$ cat config.mk
export PLATFORM = sky130hd
export DESIGN_NAME = nram_writer
export DESIGN_NICKNAME = d
export VERILOG_FILES = /design/src/rtl/nram_pkg.sv /design/src/rtl/nram_slot_tracker.sv /design/src/rtl/nram_writer.sv
export SDC_FILE = /design/constraint.sdc
export NUM_CORES = 1
export LEC_CHECK = 0
export ABC_AREA = 1
export CORE_AREA = 2 2 48 45
export CTS_BUF_LIST = sky130_fd_sc_hd__clkbuf_4
export DETAILED_ROUTE_END_ITERATION = 7
export DIE_AREA = 0 0 50 47
export GPL_TIMING_DRIVEN = 0
export MAX_ROUTING_LAYER = met4
export PLACE_DENSITY = 0.74
export SLEW_MARGIN = 0
export SYNTH_ARGS = -nofsm -noshare
export SYNTH_HDL_FRONTEND = slang
export SYNTH_HIERARCHICAL = 1
export SYNTH_SLANG_ARGS = --single-unit
$ cat constraint.sdc
create_clock -name clk -period 1.17 [get_ports clk]
set_clock_uncertainty 0.05 [all_clocks]
set_input_delay 0.117 -clock clk [delete_from_list [all_inputs] [get_ports clk]]
set_output_delay 0.117 -clock clk [all_outputs]
set_load 0.01 [all_outputs]
$ cat src/rtl/nram_pkg.sv
// Shared types, defaults and helpers for the NRAM write-side controller.
package nram_pkg;

  localparam int NRAM_DATA_W = 8;
  localparam int NRAM_SLOTS  = 2;
  localparam int NRAM_PTR_W  = (NRAM_SLOTS > 1) ? $clog2(NRAM_SLOTS) : 1;

  typedef logic [NRAM_PTR_W-1:0] nram_ptr_t;

  typedef enum logic {
    SLOT_FREE     = 1'b0,
    SLOT_OCCUPIED = 1'b1
  } slot_state_e;

  // Helpers are sized for the largest supported bank (16 slots); callers cast down.
  function automatic logic [15:0] onehot(input logic [3:0] idx);
    return 16'd1 << idx;
  endfunction

  function automatic logic [4:0] popcount(input logic [15:0] vec);
    logic [4:0] n;
    n = '0;
    for (int i = 0; i < 16; i++) begin
      n = n + {4'd0, vec[i]};
    end
    return n;
  endfunction

endpackage

$ cat src/rtl/nram_slot_tracker.sv
// Per-slot occupancy FSMs, landed-data flags, release filtering and occupancy count.
//
// state         | meaning
// SLOT_FREE     | slot may accept a new word
// SLOT_OCCUPIED | word accepted, not yet released by the reader
module nram_slot_tracker
  import nram_pkg::*;
#(
  parameter int SLOTS = NRAM_SLOTS,
  localparam int CNT_W = $clog2(SLOTS) + 1
) (
  input  logic             clk,
  input  logic             reset,
  input  logic [SLOTS-1:0] set_busy,
  input  logic [SLOTS-1:0] strobe,
  input  logic [SLOTS-1:0] release_req,
  output logic [SLOTS-1:0] busy,
  output logic [SLOTS-1:0] valid,
  output logic [CNT_W-1:0] count
);

  logic [SLOTS-1:0] rel_eff;

  // A release only counts for data already in the bank; a strobe landing on the
  // same edge carries newer data, so the release is dropped for that slot.
  assign rel_eff = release_req & valid & ~strobe;

  for (genvar i = 0; i < SLOTS; i++) begin : g_slot
    slot_state_e st_q;
    slot_state_e st_d;

    always_ff @(posedge clk or negedge reset) begin
      if (!reset) st_q <= SLOT_FREE;
      else        st_q <= st_d;
    end

    always_comb begin
      st_d = st_q;
      case (st_q)
        SLOT_FREE:     if (set_busy[i]) st_d = SLOT_OCCUPIED;
        SLOT_OCCUPIED: if (rel_eff[i] && !set_busy[i]) st_d = SLOT_FREE;
        default:       st_d = SLOT_FREE;
      endcase
    end

    assign busy[i] = (st_q == SLOT_OCCUPIED);
  end

  always_ff @(posedge clk or negedge reset) begin
    if (!reset) valid <= '0;
    else        valid <= (valid & ~rel_eff) | strobe;
  end

  assign count = CNT_W'(popcount(16'(busy)));

endmodule

$ cat src/rtl/nram_writer.sv
// Write-side controller for the NRAM bank: round-robin slot writes with registered strobes.
// Optional NRAM_WRITER_OVERWRITE_EN: never backpressure, overwrite busy slots, count overwrites.
module nram_writer
  import nram_pkg::*;
#(
  parameter int DATA_W = NRAM_DATA_W,
  parameter int SLOTS  = NRAM_SLOTS,
  localparam int PTR_W = (SLOTS > 1) ? $clog2(SLOTS) : 1,
  localparam int CNT_W = $clog2(SLOTS) + 1
) (
  input  logic              clk,
  input  logic              reset,
  input  logic [DATA_W-1:0] io_in_data,
  input  logic              io_in_valid,
  output logic              io_in_ready,
  output logic [DATA_W-1:0] io_Dbus,
  output logic [SLOTS-1:0]  io_ENbus,
  output logic [SLOTS-1:0]  io_valid_mask,
  input  logic [SLOTS-1:0]  io_release,
  output logic [CNT_W-1:0]  io_count
`ifdef NRAM_WRITER_OVERWRITE_EN
  ,
  output logic [7:0]        io_ovf_count
`endif
);

  logic [PTR_W-1:0] ptr;
  logic [SLOTS-1:0] ptr_oh;
  logic [SLOTS-1:0] busy;
  logic [SLOTS-1:0] set_busy;
  logic             busy_at_ptr;
  logic             accept;

  assign ptr_oh      = SLOTS'(onehot(4'(ptr)));
  assign busy_at_ptr = |(busy & ptr_oh);

`ifdef NRAM_WRITER_OVERWRITE_EN
  assign io_in_ready = reset;
`else
  assign io_in_ready = reset & ~busy_at_ptr;
`endif

  assign accept   = io_in_valid & io_in_ready;
  assign set_busy = accept ? ptr_oh : '0;

  // Pointer wraps for free since SLOTS is a power of two.
  always_ff @(posedge clk or negedge reset) begin
    if (!reset) begin
      ptr      <= '0;
      io_Dbus  <= '0;
      io_ENbus <= '0;
    end else if (accept) begin
      ptr      <= ptr + PTR_W'(1);
      io_Dbus  <= io_in_data;
      io_ENbus <= ptr_oh;
    end else begin
      io_ENbus <= '0;
    end
  end

`ifdef NRAM_WRITER_OVERWRITE_EN
  always_ff @(posedge clk or negedge reset) begin
    if (!reset)                                           io_ovf_count <= '0;
    else if (accept && busy_at_ptr && io_ovf_count != 8'hFF) io_ovf_count <= io_ovf_count + 8'd1;
  end
`endif

  nram_slot_tracker #(
    .SLOTS (SLOTS)
  ) u_tracker (
    .clk         (clk),
    .reset       (reset),
    .set_busy    (set_busy),
    .strobe      (io_ENbus),
    .release_req (io_release),
    .busy        (busy),
    .valid       (io_valid_mask),
    .count       (io_count)
  );

endmodule

======== Word level (Yosys, flattened, before mapping) ========
Index checks and enable logic that the tools add are counted.
Widths: inputs -> output; s select.
storage, ports and cells
  bits in registers ....................... 15
  input bits .............................. 13
  output and inout port bits .............. 15
  logic and storage cells ................. 33
operators by class
  add/subtract/negate cells ............... 2
  shifts and indexed selects .............. 1
  multiplexer cells ....................... 7
  bitwise operators ....................... 12
  reductions and logical operators ........ 5
operator list
  cell                 number
  $and 2x2->2          4
  $mux 1               4
  $not 2->2            2
  $pmux 1 s2           2
  $not 1->1            3
  $add 1x1->2          1
  $and 1x1->1          2
  $logic_and 1x1->1    2
  $logic_not 1->1      2
  $mux 2               1
  $or 2x2->2           1
  $reduce_or 2->1      1
  $shl 1x1->2 const A  1
  $add 1x1->1 const B  1

======== Depth between registers and ports, before layout ========
  depth after elaboration ................. 11
  gate-level depth with buffers ........... 8
  mapped depth without buffers ............ 7

======== Modules after synthesis ========
The synthesis kept the hierarchy.
modules (own cells, without submodules)
  module             times used  cells each  area each (µm²)
  nram_writer        1           49          491.7
  nram_slot_tracker  1           21          192.7

======== Worst setup path before layout ========
OpenSTA, ideal clock, no wires.
  path type ............................... register to register
  start point ............................. register u_tracker.g_slot[1].st_q
  end point ............................... register u_tracker.g_slot[0].st_q
  library setup time ...................... 0.065 ns
  data arrival time ....................... 1.047 ns
  data required time ...................... 1.055 ns
  path slack .............................. 0.008 ns
  stages on the path, launching flop included .. 9
  buffers on the path ..................... 1
  period minus slack after synthesis ...... 1.162 ns
  cell sequence ........................... dfrtp_1 -> buf_4 -> nand2_2 -> nand2_4 -> nor2_8 -> nand3_2 -> inv_1 -> inv_1 -> nand2_1
between the ends
  word-level cells in the longest chain between the ends .. 10
  elaborated cells between the ends (all ways) .. 11
RTL lines
  what                          line                     text
  from (decl)                   nram_slot_tracker.sv:29  slot_state_e st_q;
  from (signal assigned)        nram_slot_tracker.sv:34  else st_q <= st_d;
  $and 2x2->2 *                 nram_writer.sv:35        assign busy_at_ptr = |(busy & ptr_oh);
  $reduce_or 2->1 *             nram_writer.sv:35
  $not 1->1 *                   nram_writer.sv:40        assign io_in_ready = reset & ~busy_at_ptr;
  $and 1x1->1 *                 nram_writer.sv:40
  net io_in_ready               nram_writer.sv:15        output logic io_in_ready,
  $and 1x1->1 *                 nram_writer.sv:43        assign accept = io_in_valid & io_in_ready;
  $mux 2 *                      nram_writer.sv:44        assign set_busy = accept ? ptr_oh : '0;
  net set_busy[0]               nram_writer.sv:30        logic [SLOTS-1:0] set_busy;
  $logic_not 1->1               nram_slot_tracker.sv:41  SLOT_OCCUPIED: if (rel_eff[i] && !set_busy[i]) st_d = SLOT_FREE;
  $logic_and 1x1->1             nram_slot_tracker.sv:41
  $mux 1                        nram_slot_tracker.sv:41
  $pmux 1 s2 *                  nram_slot_tracker.sv:39  case (st_q)
  net u_tracker.g_slot[0].st_d  nram_slot_tracker.sv:30  slot_state_e st_d;
  to (signal assigned)          nram_slot_tracker.sv:34
  to (decl)                     nram_slot_tracker.sv:29
The timed path passes the listed nets; every way through them passes the cells marked *.
A chain may end at the register's enable or synchronous reset.

======== Worst setup path after layout ========
  start point ............................. register u_tracker.g_slot[1].st_q
  end point ............................... output io_in_ready
between the ends
  word-level cells in the longest chain between the ends .. 4
RTL lines
  what             line
  $and 2x2->2      nram_writer.sv:35
  $reduce_or 2->1  nram_writer.sv:35
  $not 1->1        nram_writer.sv:40
  $and 1x1->1      nram_writer.sv:40
  to (decl)        nram_writer.sv:15
No other way between the ends.

==> results.toml <==
[run_status]
status = "finished with violations"
violations = "negative hold slack, negative setup slack"

[route]
drt_iter0_drc = 7
route.vias.total = 589
dr.pass1.iters = 4
routed_wl_um = 1450
route.detailed.drc = 0
avgRoutedWirePerCell_um = 11.1
viasPerCell = 4.50
drtAntennaViolNets = 0

[worst_setup_path]
slowest_delay_ns = 0.41
path_buf_inv = 2
cp.required_ns = 1.00
cp_slowest_cell = "dfrtp_1"
start_kind = "flip-flop"
worst-path-max-fanout = 3
crit_type = "reg -> out"
crit_chain = "buf_6 > nand2_4 > nand2_4 > nor2_8 > buf_6"
end_kind = "primary output"
worstPathArrival_ns = 1.18
crit_family = "flip-flops"

[timing]
drv_slew = 0
final-hold-violation-count = 15
slew_headroom_pct = 65.7
fin_crit_ns = 1.34
fin_ws_ns = -0.173
fmax_ghz = 0.744
hold_ws_ns = -0.156
rsz0062_at_grt = "true"
post-route-period-util_pct = 115
setup_viol = 13
tightest_slew_ns = 0.515

[clock_tree]
cts-root-buf = "clkbuf_4"
clk_pin_slew_ns = 0.09
clkLatencyLatePin_ns = 0.27
cts_tree = "yes"
numCtsBuffers = 3
cts_max_path_buffers = 2
clock-sinks = 15
htree_levels = 1

[yosys]
synthTopCellsByArea = "dfrtp_1 55%, nand2_1 14%, nand3_2 5.9%, nand3_1 5.1%, buf_4 3.3%"
synth_top_cell_by_area = "dfrtp_1"
synth_warnings = 6
ys_ff_latch = 15
yosysSeqAreaShare_pct = 54.8
ys_types = 14
synth_top_area_share_pct = 54.8
mappedNetlistNets = 84
synthCells = 70
netlist_area_um2 = 684
syn_avg_cell_area_um2 = 9.78

[grt]
grt_pass1_wl_um = 2380
antenna_found_initial = 0
gr-total-overflow = 0
grtUsageTotal_pct = 14.4
grt_pass1_vias = 549
grt_max_degree = 19

[power]
powerDensity_nw_per_um2 = 2360
p_leak_uw = 0.000568
ir_worst_vdd_mv = 1.14

[place]
globalplace.congestion = 0.682
hpwl_um = 970
pre_cts_ws_ns = -1.08
io_buffers = 26
dp.cells = 121
place_area_um2 = 976

[worst_hold_path]
holdCritPathClass = "in -> async"

[die]
core_area_um2 = 1860
num_io_pins = 28
dieArea_um2 = 2350
start_util_pct = 36.8
placementRows = 15
die_w_um = 50
dieHeight_um = 47

[final_layout]
drive_above_1_share_pct = 30.2
fin_area_um2 = 1070
synthToLayoutAreaGrowth_pct = 57.0
n_antenna_cell = 0
instances_no_fill = 131
fin_nets = 121

[run]
max_cap_viol_count = 0
[layer usage]
metal	global-route usage, %	vias up	wire (um)
met5	-	-	0
met4	6.67	0	10
met3	2.23	2	83
met2	23.7	24	742
met1	17.7	271	614
li1	-	292	-
[synth_stat cells (all sizes together)]
| library cell | n |
|---|---|
| nand4 | 1 |
| nand2 | 29 |
| dfrtp | 15 |
| nand3 | 11 |
| inv | 7 |
| buf | 3 |
| nor2 | 3 |
| ha | 1 |
[path summary, 6_finish.rpt]
| kind | start | slack, ns | cells past startpoint | to |
|---|---|---|---|---|
| hold reg to reg | io_Dbus[6] | 0.42 | 2 | io_Dbus[6] |
| min in group clk | io_in_valid | 0.12 | 3 | io_Dbus[3] |
| hold / removal | reset | -0.16 | 1 | io_Dbus[1] |
| setup reg to reg | u_tracker/g_slot[1].st_q | -0.14 | 9 | u_tracker/g_slot[0].st_q |
| setup / recovery | u_tracker/g_slot[1].st_q | -0.17 | 5 | io_in_ready |
| max in group asynchronous | reset | 0.86 | 1 | ptr |
[cell families (layout without fill, tap and decap cells)]
group         count (synthesis)  count (layout)  synth area share, %
simple gates                 44              45                 36.2
flops                        15              15                 54.8
buf+inv                      10              45                 7.13
fa+ha+maj                     1               1                 1.83
[metrics by stage]
step / setup TNS, ns / utilization [%] / total power (uW) / hold WS (ns)
6_report: -0.978 / 57.8 / 2530 / -0.156
5_1_grt: -2.04 / 57.8 / 2730 / -0.135
4_1_cts: -1.35 / 56.1 / 2460 / -0.150
3_5_place_dp: -11.66 / 52.5 / 2130 / 0.402
3_3_place_gp: -10.89 / 52.5 / 2100 / 0.390
2_1_floorplan: 0 / - / 1520 / -0.229
[report_power, final]
group	total, uW	switching (uW)	internal (uW)
Sequential	914	160	755
Clock	309	154	155
Combinational	1310	647	662
Total	2530	961	1570
[sequential cells by signal, indices dropped and copies added, names as in the netlist]
name / flops
ptr: 1
u_tracker/valid: 2
u_tracker/g_slot.st_q: 2
io_ENbus: 2
io_Dbus: 8
[cell usage in the layout, fill, tap and decap left out, drive strengths merged, types with 2 or more instances in the layout]
| cell | synthesis | routed |
|---|---|---|
| buf | 3 | 11 |
| clkbuf | 0 | 4 |
| clkdlybuf4s50 | 0 | 10 |
| dfrtp | 15 | 15 |
| dlygate4sd2 | 0 | 12 |
| inv | 7 | 7 |
| nand2 | 29 | 29 |
| nand3 | 11 | 11 |
| nand4 | 1 | 2 |
| nor2 | 3 | 3 |
[timing repair]
action                                  CTS  global route
buffers inserted                          3             2
endpoints found under the setup margin   28            18
hold endpoints to repair                 15            15
cloned                                    1             0
resized for setup                        34             5
pin swaps                                 4             3
[layout make-up]
type / instances / area [um2]
Fill cell: 178 / 783
Sequential cell: 15 / 377
Multi-Input combinational cell: 46 / 293
Timing Repair Buffer: 31 / 292
Tap cell: 25 / 31.3
Clock buffer: 4 / 30.0
Buffer: 3 / 26.3
Inverter: 7 / 26.3
No activity file was read; power rests on OpenSTA's default activity.
